### src/rtl/serial_subtractor.sv
// Bit-serial subtractor: LSB-first a/b streams in, registered difference bit out,
// with the parallel result and final borrow assembled over one WIDTH-bit frame.
module serial_subtractor #(
    parameter int WIDTH = 8
) (
    input  logic             clk,
    input  logic             rst,
    input  logic             start,
    input  logic             in_valid,
    input  logic             a,
    input  logic             b,
    output logic             diff,
    output logic             diff_valid,
    output logic [WIDTH-1:0] result,
    output logic             borrow_out,
    output logic             busy,
    output logic             done
);

    localparam int CW = $clog2(WIDTH);

    typedef enum logic [1:0] {
        S_IDLE,
        S_RUN,
        S_DONE
    } state_t;

    state_t          state;
    logic            borrow;
    logic [CW-1:0]   count;

    logic            diff_new;
    logic            borrow_new;
    logic            last_bit;
    logic            first_bit;

    // Full-subtractor cell fed by the running borrow.
    assign diff_new   = a ^ b ^ borrow;
    assign borrow_new = (~a & b) | (~(a ^ b) & borrow);
    assign last_bit   = (count == CW'(WIDTH - 1));
    assign first_bit  = (count == '0);

    // NOTE: all state here uses non-blocking assignments so every register samples
    // pre-edge values; blocking assignments would make update order matter.
    always_ff @(posedge clk or negedge rst) begin
        if (!rst) begin
            state      <= S_IDLE;
            borrow     <= 1'b0;
            count      <= '0;
            diff       <= 1'b0;
            diff_valid <= 1'b0;
            result     <= '0;
            borrow_out <= 1'b0;
            busy       <= 1'b0;
            done       <= 1'b0;
        end else begin
            diff_valid <= 1'b0;
            done       <= 1'b0;
            case (state)
                S_IDLE: begin
                    if (start) begin
                        state  <= S_RUN;
                        borrow <= 1'b0;
                        count  <= '0;
                        busy   <= 1'b1;
                    end
                end
                S_RUN: begin
                    if (in_valid) begin
                        diff       <= diff_new;
                        diff_valid <= 1'b1;
                        borrow     <= borrow_new;
                        // The first bit of a frame discards the previous frame's result.
                        if (first_bit)
                            result <= {diff_new, {(WIDTH-1){1'b0}}};
                        else
                            result <= {diff_new, result[WIDTH-1:1]};
                        if (last_bit) begin
                            borrow_out <= borrow_new;
                            busy       <= 1'b0;
                            done       <= 1'b1;
                            state      <= S_DONE;
                        end else begin
                            count <= count + 1'b1;
                        end
                    end
                end
                S_DONE: begin
                    state <= S_IDLE;
                end
                default: begin
                    state <= S_IDLE;
                end
            endcase
        end
    end

endmodule

### config.mk
export PLATFORM = sky130hd
export DESIGN_NAME = serial_subtractor
export DESIGN_NICKNAME = d
export VERILOG_FILES = /design/src/rtl/serial_subtractor.sv
export SDC_FILE = /design/constraint.sdc
export NUM_CORES = 1
export LEC_CHECK = 0
export ABC_AREA = 1
export CAP_MARGIN = 20
export CELL_PAD_IN_SITES_DETAIL_PLACEMENT = 2
export CELL_PAD_IN_SITES_GLOBAL_PLACEMENT = 2
export CORE_ASPECT_RATIO = 1.5
export CORE_MARGIN = 2
export CORE_UTILIZATION = 34
export DETAILED_ROUTE_END_ITERATION = 12
export DONT_BUFFER_PORTS = 1
export GPL_TIMING_DRIVEN = 0
export PLACE_DENSITY_LB_ADDON = 0.1
export SYNTH_ARGS = -nofsm -noshare
export SYNTH_HDL_FRONTEND = slang
export SYNTH_SLANG_ARGS = --single-unit
### constraint.sdc
create_clock -name clk -period 2.72 [get_ports clk]
set_input_delay 0.544 -clock clk [delete_from_list [all_inputs] [get_ports clk]]
set_output_delay 0.544 -clock clk [all_outputs]
set_load 0.02 [all_outputs]
; ---- Word level (Yosys, flattened, before mapping)
; Index checks and enable logic that the tools add are counted.
[word_totals]
out_inout_bits = 13
in_bits = 6
elab_cells = 53
regBits = 19
[op_classes]
reduce_logical = 9
addsub = 1
n_eq_ne = 6
n_bitwise = 7
mux = 21
[ops]
columns = op, n
row1 = $mux 1, 10
row2 = $mux 3, 3
row3 = $reduce_and 3->1, 3
row4 = $ne 2x2->1 const B, 4
row5 = $reduce_and 4->1, 2
row6 = $mux 7, 1
row7 = $mux 2, 3
row8 = $pmux 3 s2, 1
row9 = $pmux 1 s2, 2
row10 = $pmux 2 s2, 1
row11 = $add 3x1->3 const B, 1
row12 = $eq 3x3->1 const B, 1
row13 = $logic_not 3->1, 1
row14 = $and 1x1->1, 2
row15 = $eq 2x1->1 const B, 1
row16 = $logic_not 2->1, 1
row17 = $not 1->1, 2
row18 = $reduce_and 2->1, 1
row19 = $reduce_bool 2->1, 1
row20 = $xor 1x1->1, 2
row21 = $or 1x1->1, 1

; ---- Depth between registers and ports, before layout
[logic_depth]
depth_word = 6
ltp_mapped = 7
ltp_nobuf = 7

; ---- Worst setup path before layout
; No wires, ideal clock.
[synth_path]
path_type = reg2reg
from = reg count[0]
to = reg count[0]
setup_time_ns = 0.117
path_slack_ns = 1.359
n_path_buf = 0
arrival_ns = 1.244
t_required_ns = 2.603
path_stages_with_launch = 7
period_less_slack_ns = 1.361
path_cell_list = dfrtp_1 ha_1 ha_1 a21oi_1 nand3_1 nand2_1 nand2_1
[synth_via]
elab_chain_len = 4
word_cells_on_any_way = 7
cone_classes = 1 x add/sub / 2 x eq/ne / 3 x mux / 1 x reduce/logical
[synth_rtl]
columns = item, line
row1 = "start, declared", 30  ; logic [CW-1:0] count;
row2 = "start signal, assigned", 84  ; count <= count + 1'b1;
row3 = $add 3x1->3, 84
row4 = $mux 3, 78  ; if (last_bit) begin
row5 = $mux 3, 69  ; if (in_valid) begin
row6 = $pmux 3 s2, 59  ; case (state)
; Several ways; a longest one is shown, not always the timed one. The select of a mux whose other input is x is not followed.
; A chain may end at the register's enable or synchronous reset.

; ---- Worst setup path in the final report
; Ends and elaborated chain as after synthesis.

==> results_dict.tcl <==
set metrics [dict create \
    area_delta_synth_final_pct 7.44 \
    drv_slew 0 \
    place_congestion 0.702 \
    worst_pin_slew_ps 854 \
    synthesis.area_um2 825 \
    crit_type "flop to flop" \
    grt_pass1_wl_um 3110 \
    fmax_ghz 0.635 \
    cpPeakStageDelay_ps 410 \
    vias 607 \
    syn_nets 102 \
    syn_area_per_cell_um2 9.06 \
    io_pins 19 \
    start_util 0.365 \
    ys_ff_latch 18 \
    synth_top_family_by_area "simple AND/OR/NAND/NOR gates" \
    relSlewSlack 0.429 \
    yosys.area_share.adder 0.0850 \
    synthSimpleGateAreaFrac 0.267 \
    ir_drop_uv 477 \
    synth_compound_area_frac 0.0243 \
    skew_ps 4.60 \
    wl_per_cell_um 15.0 \
    worstSetupEndpointType "flop" \
    hp-class "primary input to flop" \
    syn_inst 91 \
    setup_tns_ps 0 \
    finalSetupViolations 0 \
    cp_num_buf_inv 0 \
    cts_buffers 3 \
    die_w_um 44.2 \
    die_h_um 64.3 \
    clock-sinks 18 \
    powerDensity_mw_per_mm2 913 \
    drv_cap 0 \
    cts_setup_buffers 0 \
    synth_mux_area_frac 0 \
    fin_crit_ps 1580 \
    path_cells "ha_1 > ha_1 > a21oi_1 > nand3_1 > nand2_1 > nand2_1" \
    antenna_found_initial 0 \
    layoutNonFillerInstCount 118 \
    viasPerCell 5.14 \
    drt_first_pass_iters 2 \
    layout.nets 108 \
    wirelength_um 1770 \
    synth_xor_xnor_area_share 0 \
    cts_resized 0 \
    clkSlewWorstSetupHoldPaths_ps 100 \
    crit_family "adder cells" \
    hold_viol_final 0 \
    placed_cells 114 \
    synth.distinct_cells 15 \
    grt_util_all_layers 0.150 \
    start_kind "flop" \
    crit_slowest_cell "dfrtp_1" \
    critPathArrivalTime_ps 1760 \
    clock_latency_ps 290 \
    cp.required_ps 2900 \
    cts_tree "built" \
    total_power_w 0.000809 \
    ant_nets 0 \
    finalCritPeriodShare 0.579 \
    rsz0062_at_grt "false" \
    cts_root_buffer "clkbuf_4" \
    drc_errors 0 \
    first_global_vias 734 \
    dieArea_mm2 0.00284 \
    antenna_cells 0 \
    cp_max_fo 4 \
    drtIter0Drc 2 \
    num_rows 21 \
    cts_htree_levels 1 \
    seq_area_frac_synth 0.546 \
    outcome "finished, final reports clean" \
    fin_hold_ws_ps 398 \
    leakage_nw 0.497 \
    dpl.hpwl_um 1340 \
    grt_max_degree 19 \
    port_buffers 0 \
    layout-drive-gt1-share 0.0947 \
    core_area_mm2 0.00226 \
    cts_max_path_buffers 2 \
    fin_ws_ps 1140 \
    dp_slack_ps 1110 \
    yosysWarnings 0 \
    postCtsHoldBufs 1 \
    grt_overflow 0 \
]
## power by group
part	internal, W	total (W)	switching [W]
combinational	0.0000791	0.000214	0.000135
sequential	0.000339	0.000465	0.000126
clock	0.0000514	0.000130	0.0000789
total	0.000470	0.000809	0.000339
## sequential cells by signal, indices dropped and copies added, names as in the netlist
signal and flops:
done 1, diff 1, borrow_out 1, borrow 1
count 3, diff_valid 1, state 2, result 7
busy 1
## path summary, 6_finish.rpt
check                           slack (ps)  cells after the start      from        end
worst max register to register        1140                      6  count[0]   count[0]
worst min-delay path                   400                      2     start       busy
worst max-delay path                  1140                      6  count[0]   count[0]
worst min register to register         510                      2  count[1]   count[1]
max in group asynchronous             1390                      1       rst  result[0]
min in group asynchronous              800                      1       rst  result[6]
## synth_stat cells
cell type  count  area [um^2]
a21oi_1        2         10.0
buf_4          1         7.51
buf_6          1         11.3
dfrtp_1       18          450
fa_1           1         20.0
ha_1           4         50.1
inv_1         12         45.0
nand2_1       32          120
nand2_2        2         12.5
nand3_1       11         55.1
nand3_2        1         10.0
nand4_1        2         12.5
nor2_1         1         3.75
nor2_2         1         6.26
o21ai_1        2         10.0
## area by class of cell
type                       instances  area, um^2
inverter                          12        45.0
sequential                        18         450
buffer                             2        18.8
clock buffer                       3        22.5
timing repair buffer               1        10.0
fill                             273        1370
tap                               23        28.8
multi-input combinational         59         310
## per-stage QoR
stage | util | cell area [um^2]
floorplan | - | 825
global placement | 0.378 | 853
detailed placement | 0.378 | 853
CTS | 0.392 | 886
global route | 0.392 | 886
finish | 0.392 | 886
## cells by family after synthesis
group,count (synthesis)
simple gates,50
fa+ha+maj,5
buf+inv,14
compound gates,4
flops,18
## cell usage in the layout (no fill, tap or decap), types with 2 or more instances in the layout
cell type   n
nand2_1    32
dfrtp_1    18
inv_1      12
nand3_1    11
ha_1        4
clkbuf_4    3
nand2_2     2
a21oi_1     2
nand4_1     2
o21ai_1     2
## per-layer routing
layer / GRT usage / vias to the layer above / wire length, um / share of wire
li1: - / 294 / - / -
met1: 0.166 / 298 / 743 / 0.42
met2: 0.261 / 13 / 943 / 0.53
met3: 0.0282 / 2 / 65 / 0.037
met4: 0.0795 / 0 / 21 / 0.012
met5: 0 / - / 0 / 0
Note: power is estimated with default switching activity, not from simulation.
